`src/rtl/bsync_multi.sv`:
```
`default_nettype none
// bsync_multi: NUM_CH skewed sync pulse outputs framed by a free-running period, mode chosen by a debounced key.
// Optional long-press handling (hold forces OFF, mode advances on release) is enabled by defining BSYNC_LONG_PRESS_EN.
module bsync_multi #(
  parameter int NUM_CH         = 4,
  parameter int PERIOD_CYC     = 1000,
  parameter int PULSE_CYC      = 10,
  parameter int SKEW_CYC       = 50,
  parameter int BURST_LEN      = 8,
  parameter int DEBOUNCE_CYC   = 1000,
  parameter int LONG_PRESS_CYC = 100000
) (
  input  logic              IO_SYS_CLK,
  input  logic              IO_RESET_KEY,
  input  logic              IO_MODE_KEY,
  output logic [NUM_CH-1:0] IO_BSYNC_OUT,
  output logic              LED1,
  output logic              LED2,
  output logic              FRAME_START
);

  localparam int c_CNT_W = (PERIOD_CYC > 1) ? $clog2(PERIOD_CYC) : 1;
  localparam int c_DEB_W = (DEBOUNCE_CYC > 1) ? $clog2(DEBOUNCE_CYC) : 1;
  localparam int c_BST_W = $clog2(BURST_LEN + 1);

  localparam logic [1:0] c_MODE_OFF   = 2'd0;
  localparam logic [1:0] c_MODE_CONT  = 2'd1;
  localparam logic [1:0] c_MODE_BURST = 2'd2;
  localparam logic [1:0] c_MODE_HALF  = 2'd3;

  if (NUM_CH < 1 || NUM_CH > 8 || PULSE_CYC < 1 || BURST_LEN < 1 || DEBOUNCE_CYC < 1 ||
      LONG_PRESS_CYC < 1 || (NUM_CH - 1) * SKEW_CYC + PULSE_CYC > PERIOD_CYC) begin : g_cfg_check
    $error("bsync_multi: illegal parameter combination");
  end

  logic               sync1_q, sync2_q;
  logic               deb_q, deb_d, deb_prev_q;
  logic [c_DEB_W-1:0] deb_cnt_q, deb_cnt_d;
  logic [1:0]         mode_q, mode_d;
  logic [c_CNT_W-1:0] cnt_q, cnt_d;
  logic               par_q, par_d;
  logic [c_BST_W-1:0] burst_q, burst_d;
  logic [NUM_CH-1:0]  out_q, out_d, w_win;
  logic               w_chg, w_wrap, w_en;
  logic [31:0]        w_cnt_ext;

  // Debounced level only follows the synchronized key after DEBOUNCE_CYC consecutive differing cycles.
  always_comb begin
    deb_d     = deb_q;
    deb_cnt_d = '0;
    if (sync2_q != deb_q) begin
      if (deb_cnt_q == c_DEB_W'(DEBOUNCE_CYC - 1)) deb_d = sync2_q;
      else                                          deb_cnt_d = deb_cnt_q + 1'b1;
    end
  end

`ifdef BSYNC_LONG_PRESS_EN
  localparam int c_HOLD_W = $clog2(LONG_PRESS_CYC + 1);

  logic                lp_q, lp_d;
  logic [c_HOLD_W-1:0] hold_q, hold_d;
  logic                w_release, w_long;

  assign w_release = deb_q & ~deb_prev_q;
  assign w_long    = ~deb_q & ~lp_q & (hold_q == c_HOLD_W'(LONG_PRESS_CYC - 1));

  always_comb begin
    hold_d = hold_q;
    lp_d   = lp_q;
    if (deb_q)      hold_d = '0;
    else if (!lp_q) hold_d = hold_q + 1'b1;
    if (w_long)         lp_d = 1'b1;
    else if (w_release) lp_d = 1'b0;
  end

  always_ff @(posedge IO_SYS_CLK) begin
    if (IO_RESET_KEY) begin
      hold_q <= '0;
      lp_q   <= 1'b0;
    end else begin
      hold_q <= hold_d;
      lp_q   <= lp_d;
    end
  end

  // A release that ends a long press has already been consumed by the forced OFF.
  always_comb begin
    mode_d = mode_q;
    if (w_long)                  mode_d = c_MODE_OFF;
    else if (w_release && !lp_q) mode_d = mode_q + 2'd1;
  end
`else
  logic w_press;

  assign w_press = deb_prev_q & ~deb_q;

  always_comb begin
    mode_d = mode_q;
    if (w_press) mode_d = mode_q + 2'd1;
  end
`endif

  always_ff @(posedge IO_SYS_CLK) begin
    if (IO_RESET_KEY) mode_q <= c_MODE_OFF;
    else              mode_q <= mode_d;
  end

  always_comb begin
    LED1        = mode_q[0];
    LED2        = mode_q[1];
    FRAME_START = (mode_q != c_MODE_OFF) && (cnt_q == '0);
  end

  assign w_chg     = (mode_d != mode_q);
  assign w_wrap    = (mode_q != c_MODE_OFF) && (cnt_q == c_CNT_W'(PERIOD_CYC - 1));
  assign w_cnt_ext = 32'(cnt_q);

  always_comb begin
    case (mode_q)
      c_MODE_CONT:  w_en = 1'b1;
      c_MODE_BURST: w_en = (burst_q != c_BST_W'(BURST_LEN));
      c_MODE_HALF:  w_en = ~par_q;
      default:      w_en = 1'b0;
    endcase
  end

  // Unsigned wrap makes counts below the window start fall outside the pulse width.
  for (genvar k = 0; k < NUM_CH; k++) begin : g_ch
    assign w_win[k] = (w_cnt_ext - 32'(k * SKEW_CYC)) < 32'(PULSE_CYC);
  end

  always_comb begin
    cnt_d   = cnt_q + 1'b1;
    par_d   = par_q;
    burst_d = burst_q;
    out_d   = w_en ? w_win : '0;
    if (w_chg) begin
      cnt_d   = '0;
      par_d   = 1'b0;
      burst_d = '0;
      out_d   = '0;
    end else if (mode_q == c_MODE_OFF) begin
      cnt_d = '0;
    end else if (w_wrap) begin
      cnt_d = '0;
      par_d = ~par_q;
      if (burst_q != c_BST_W'(BURST_LEN)) burst_d = burst_q + 1'b1;
    end
  end

  always_ff @(posedge IO_SYS_CLK) begin
    if (IO_RESET_KEY) begin
      sync1_q    <= 1'b1;
      sync2_q    <= 1'b1;
      deb_q      <= 1'b1;
      deb_prev_q <= 1'b1;
      deb_cnt_q  <= '0;
      cnt_q      <= '0;
      par_q      <= 1'b0;
      burst_q    <= '0;
      out_q      <= '0;
    end else begin
      sync1_q    <= IO_MODE_KEY;
      sync2_q    <= sync1_q;
      deb_q      <= deb_d;
      deb_prev_q <= deb_q;
      deb_cnt_q  <= deb_cnt_d;
      cnt_q      <= cnt_d;
      par_q      <= par_d;
      burst_q    <= burst_d;
      out_q      <= out_d;
    end
  end

  assign IO_BSYNC_OUT = out_q;

endmodule
`default_nettype wire

```
`config.mk`:
```
export PLATFORM = sky130hd
export DESIGN_NAME = bsync_multi
export DESIGN_NICKNAME = d
export VERILOG_FILES = /design/src/rtl/bsync_multi.sv
export SDC_FILE = /design/constraint.sdc
export NUM_CORES = 1
export LEC_CHECK = 0
export ABC_AREA = 1
export CAP_MARGIN = 20
export CORE_MARGIN = 10
export CORE_UTILIZATION = 45
export DETAILED_ROUTE_END_ITERATION = 12
export SETUP_SLACK_MARGIN = 0.4
export SLEW_MARGIN = 30
export SYNTH_ARGS = -nofsm -noshare
export SYNTH_HDL_FRONTEND = slang
export SYNTH_SLANG_ARGS = --single-unit
```
`constraint.sdc`:
```
create_clock -name IO_SYS_CLK -period 1.6 [get_ports IO_SYS_CLK]
set_input_delay 0.32 -clock IO_SYS_CLK [delete_from_list [all_inputs] [get_ports IO_SYS_CLK]]
set_output_delay 0.32 -clock IO_SYS_CLK [all_outputs]
set_load 0.03 [all_outputs]
```
==> impl_results.md <==
* Post-route clock skew at 4.49 ps
* Ys Warns at 0
* Async SR Flop Fraction at 0%
* Worst r2r src: cnt_q[1]$_SDFF_PP0_
* Least-Margin Pin Slew at between 300 and 400 ps
* Fin util at 68.4%
* Number of flops mapped to enable cells by yosys at 0
* Die Wd at ~87 um
* Final period util at 99.0%
* Clock Sinks at 35
* CP max FO at 2
* CP max stage cell: dfxtp_4
* CP required at between 1000 and 1500 ps
* Post-DP HPWL at between 3000 and 4000 um
* Via count at 1979
* Area Overhead vs Synth at 47.6%
* Syn Area/Cell at a little over 7 um2
* RSZ-0062 raised after global routing: yes
* Maximum VDD drop at 0.000500 V
* Final hold vios at 0
* Starting density of the core at 46.4%
* Flops & latches, synth at 35
* CP Launch Type: register
* Post-Place Setup Slack at -6.09 ps
* H-Tree Depth at 2
* Final ANT Viol Nets at 0
* IO Count at 10
* Crit path DAT at between 1000 and 1500 ps
* Final wirelength at 5130 um
* Die height at 87.0 um
* Slew headroom at 79.5%
* Final slew viol count at 0
* Vias in the first global route at 1918
* Syn Nets at 298
* Highest Clock Rate at 0.632 GHz
* Cell taking the most area after synthesis: dfxtp_1
* # DRC at 0
* Top cell type's share of synthesized area at 34.7%
* Clock Tree Root: clkbuf_8
* Routability cong. at 0.895
* Total Routing Usage GR at 13.5%
* Leak at 1.13 nW
* Kind of critical path: register to output pin
* Synth cell count leaders: nand2_1 (57), dfxtp_1 (35), inv_1 (34), nor2_1 (33), nand3_1 (24)
* Most frequent cell after synthesis: nand2_1
* Maxcap violations at 0
* Port Buffers at 9
* Clk buf depth at 2
* Setup violators final at 0
* Min cycle time layout at 1580 ps
* Crit path capture type: output pin
* Top Family by Delay on Critical Path: flip-flops
* Cell Chain, Critical Path: inv_4, ha_4, inv_4, nand3_4, nor3_4, buf_6
* Power Dens Cells at 576 nW/um2
* TritonCTS clock tree: built
* Top_reg_cell synth: dfxtp_1
* Ranking of synthesized cells by area: dfxtp_1 (35%), nand2_1 (11%), inv_1 (6.3%)
* CP peak stage delay at 360 ps
* Core footprint at 4350 um2
* DP Cell Count at 348
* First-pass GRT wire length at 8350 um
* CP most frequent cell: inv_4
* Worst hold path class: register to register
* CP Launch Point: mode_q[0]$_SDFF_PP0_
* Crit path buffers/inverters at 3
* TritonCTS buffer count at 5
* Row cnt at 24
* CTS clk-pin slew, worst paths at 70 ps
* Fin worst setup slack at 16.5 ps
* Hold Path Origin: sync1_q$_SDFF_PP1_
* Initial antenna violation count at 0
* Mean routed wirelength per cell at 13.2 um
* Final nets at 348
* DR iter-0 viols at 123
* Largest net degree at the start of global routing at 12
* Full die area at approximately 7600 um2
* Post-CTS Hold Buffers at 0
* Seq/Total Area, Yosys at 34.7%
* First drt pass iteration count at 4
* Netlist Area Pre-Place at 2020 um2
* FILL cells at 346
* Grt total ovfl at 0
* Ant. Diodes at 0
* Share of layout cells above drive strength 1 at between 40% and 50%
* Synthesized instance count at 285
* Outcome: completed
* Via density at 5.10
* Final cell count without fillers at 388
* Synth cell types at 32
* Clk_lat worst skew at between 200 and 300 ps
-- placed cells by master, fill, tap and decap left out, drive strengths merged --
| cell type | n |
|---|---|
| nor2 | 39 |
| clkinv | 1 |
| dlygate4sd2 | 1 |
| a21oi | 21 |
| nor4 | 1 |
| nand4 | 6 |
| xor2 | 3 |
| nand2 | 64 |
| inv | 38 |
| ha | 10 |
| o21ai | 14 |
| nand3b | 2 |
| or2 | 3 |
| dfxtp | 35 |
| nor3 | 11 |
| clkdlybuf4s50 | 1 |
| buf | 44 |
| nand3 | 29 |
| xnor2 | 2 |
| clkbuf | 8 |
| o211ai | 3 |
-- flip-flops by register name (all words and copies together) (netlist names), 2 cells and up --
| name | count |
|---|---|
| cnt_q | 10 |
| mode_q | 2 |
| deb_cnt_q | 10 |
| IO_BSYNC_OUT | 4 |
| burst_q | 4 |
-- path summary, 6_finish.rpt --
kind / end / slack [ps] / cells past startpoint
worst max-delay path: FRAME_START / 20 / 6
worst min-delay path: sync2_q$_SDFF_PP1_ / 420 / 1
worst max register to register: burst_q[0]$_SDFFE_PP0P_ / 160 / 8
worst min register to register: sync2_q$_SDFF_PP1_ / 420 / 1
-- layer usage --
metal / part of all wire, % / vias to the layer above / track usage, % / routed length [um]
li1: - / 1038 / - / -
met1: 45 / 903 / 15.7 / 2310
met2: 49 / 27 / 22.5 / 2500
met3: 4.6 / 11 / 4.12 / 236
met4: 1.7 / 0 / 5.15 / 88
met5: 0 / - / 0 / 0
-- through the flow --
stage	cell area [um2]	TNS (ps)	hold WS (ps)	power, W
after global placement	2270	0	408	0.000910
after detailed placement	2270	-6.09	401	0.000910
after global routing	2980	-37.8	435	0.00177
after CTS	2800	-3.15	419	0.00174
final	2980	0	417	0.00172
after floorplan	2110	0	389	0.000900
-- timing repair --
action / CTS / global route
buffers inserted: 22 / 8
pin swaps: 25 / 15
cloned: 2 / 0
resized for setup: 106 / 36
setup endpoints to repair: 37 / 33
-- power by group --
part	internal [W]	switching, W	total (W)
combinational	0.0000127	0.0000176	0.0000303
clock	0.000497	0.000325	0.000822
sequential	0.000860	0.00000238	0.000863
total	0.00137	0.000345	0.00172
-- cell families (layout without fill, tap and decap cells) --
| family | count (synthesis) | count (layout) | synth area share [%] |
|---|---|---|---|
| compound gates | 38 | 38 | 9.98 |
| xor+xnor | 5 | 5 | 2.17 |
| fa+ha+maj | 10 | 10 | 6.20 |
| buf+inv | 44 | 93 | 9.67 |
| flops | 35 | 35 | 34.7 |
| simple gates | 153 | 155 | 37.3 |
-- area by class of cell --
class,count,area (um2),share of cell area (%)
Clock buffer,8,123,4.12
Inverter,39,165,5.54
Sequential cell,35,744,25.0
Tap cell,52,65.1,2.18
Timing Repair Buffer,46,373,12.5
Multi-Input combinational cell,208,1510,50.7
Note: power is estimated with default switching activity, not from simulation.
==> patch (same settings) <==
`PERIOD_CYC`: 1000 -> 2000.
--- a/src/rtl/bsync_multi.sv
+++ b/src/rtl/bsync_multi.sv
@@ -3,7 +3,7 @@
 // Optional long-press handling (hold forces OFF, mode advances on release) is enabled by defining BSYNC_LONG_PRESS_EN.
 module bsync_multi #(
   parameter int NUM_CH         = 4,
-  parameter int PERIOD_CYC     = 1000,
+  parameter int PERIOD_CYC     = 2000,
   parameter int PULSE_CYC      = 10,
   parameter int SKEW_CYC       = 50,
   parameter int BURST_LEN      = 8,
Check against the original RTL: same outputs for any inputs over 10 cycles, from zero or initial values and one cycle with IO_RESET_KEY high; that may be too few to reach the edited logic, so the function may still have changed.
==> patch against the unedited design <==
The run now ends with negative setup slack left. Total power down 6.7%. Sequential cell count up 1. Setup slack worse by 0.14 ns. Synthesized area down 1.1%. Wire length down 4.3%. Combinational power up 6%. Die area down 0.86%. Final area down 2.6%. Sequential share of layout area up 1.1 points. Global-route usage down 0.76 points. Final cell count down 2.1%. Largest cell class unchanged.
==> patch: results (changes against the unedited design) <==
* Run status: finished with violations
* Violated checks: negative setup slack
* Clock network power at 0.000678 W (-18%)
* Net Switching at 0.000347 W (+0.44%)
* Via density at 5.17 (+1.3%)
* Reg2Reg Capture Point: burst_q[2]$_SDFFE_PP0P_
* Hold Crit Depth at 2 (+1)
* Sequential share of the synthesized area at 36.1% (+1.4 points)
* # fillers at 375 (+8.4%)
* R2R cell count at 9 (+1)
* Type of the most critical hold path: input pin to flop
* Setup slack after layout at -0.120 ns (-0.137 ns)
* Crit path DAT at 1.40 ns (+0.14 ns)
* Wire length on met2 at 2410 um (-3.4%)
* Dpl cells at 355 (+2.0%)
* Final WL at 4920 um (-4.3%)
* VDD IR-drop max at 0.385 mV (-23%)
* Pleak at 1.21 nW (+7.0%)
* Cells after synthesis at 284 (-0.35%)
* Met1 Wirelength at 2320 um (+0.17%)
* Final setup vio count at 1 (+1)
* Top post-synthesis cells by count: nand2_1, inv_1, dfxtp_1
* Clk_skew at 0.00491 ns (+0.000418 ns)
* Crit-path max FO at 5 (+3)
* Synth cell types at 33 (+3.1%)
* Flop pwr share at 55.7% (+5.4 points)
* Clock share of power at 42.3% (-5.6 points)
* Hold Crit Start: IO_RESET_KEY
* FF-to-FF setup slack at 0.05 ns (-0.11 ns)
* Number of global-route vias before repair at 1772 (-7.6%)
* Post-place setup slack at -0.0759 ns (-0.0698 ns)
* Initial DRC count at 126 (+2.4%)
* Cell Area, Placed at 2350 um2 (+3.7%)
* Synth Net Count at 297 (-0.34%)
* Min-Delay Endpoint: sync1_q$_SDFF_PP1_
patch: changes by cell type after synthesis, sizes merged, moves of 2 or more:
| cell | change |
|---|---|
| or2 | +2 |
| nor3b | +5 |
| a31oi | +2 |
| nand3 | -8 |
| nand2 | +8 |
| nor2 | -9 |
| inv | +3 |
| o211ai | -3 |
| nand3b | -2 |
| o21ai | -3 |
patch: logic make-up (layout without fill, tap and decap cells):
kind of cell | count (synthesis) | after routing | synth area share, %
AND/OR/NAND/NOR | 151 | 152 | 36.2
buffers and inverters | 45 | 88 | 9.40
AO/OA/AOI/OAI | 38 | 38 | 10.3
flip-flops | 36 | 36 | 36.1
adder cells (fa/ha/maj) | 10 | 10 | 6.27
XOR/XNOR | 4 | 4 | 1.76
patch: final cells by class:
cell class              instances  area share, %
clock buffers                   7           2.97
clock inverters                 1          0.259
inverters                      41           5.99
multi-input cells             204           51.1
flip-flops and latches         36           26.1
well taps                      52           2.24
repair buffers                 39           11.3
patch: stage by stage:
step,utilization [%],hold slack [ns]
finish,67.1,0.403
CTS,61.9,0.401
global placement,54.4,0.415
floorplan,-,0.389
global route,67.1,0.404
detailed placement,54.4,0.409
patch: layer usage:
metal / vias up / GRT usage, %
met5: - / 0
met4: 0 / 3.98
met3: 5 / 3.10
met2: 25 / 20.8
met1: 921 / 16.0
li1: 1012 / -
patch: repair_timing:
action / in CTS / in global routing
endpoints found under the setup margin: 37 / 33
gates resized for setup: 82 / 52
pin swaps: 12 / 15
cloned: 1 / 0
hold endpoints to repair: 0 / 0
setup buffers: 9 / 7
patch: worst max-delay path: cells and delay by family (launching register included):
family                   cells  cell delay, ns
adder cells (fa/ha/maj)      1            0.16
buffers and inverters        3            0.28
flip-flops                   1            0.38
AND/OR/NAND/NOR              2            0.29
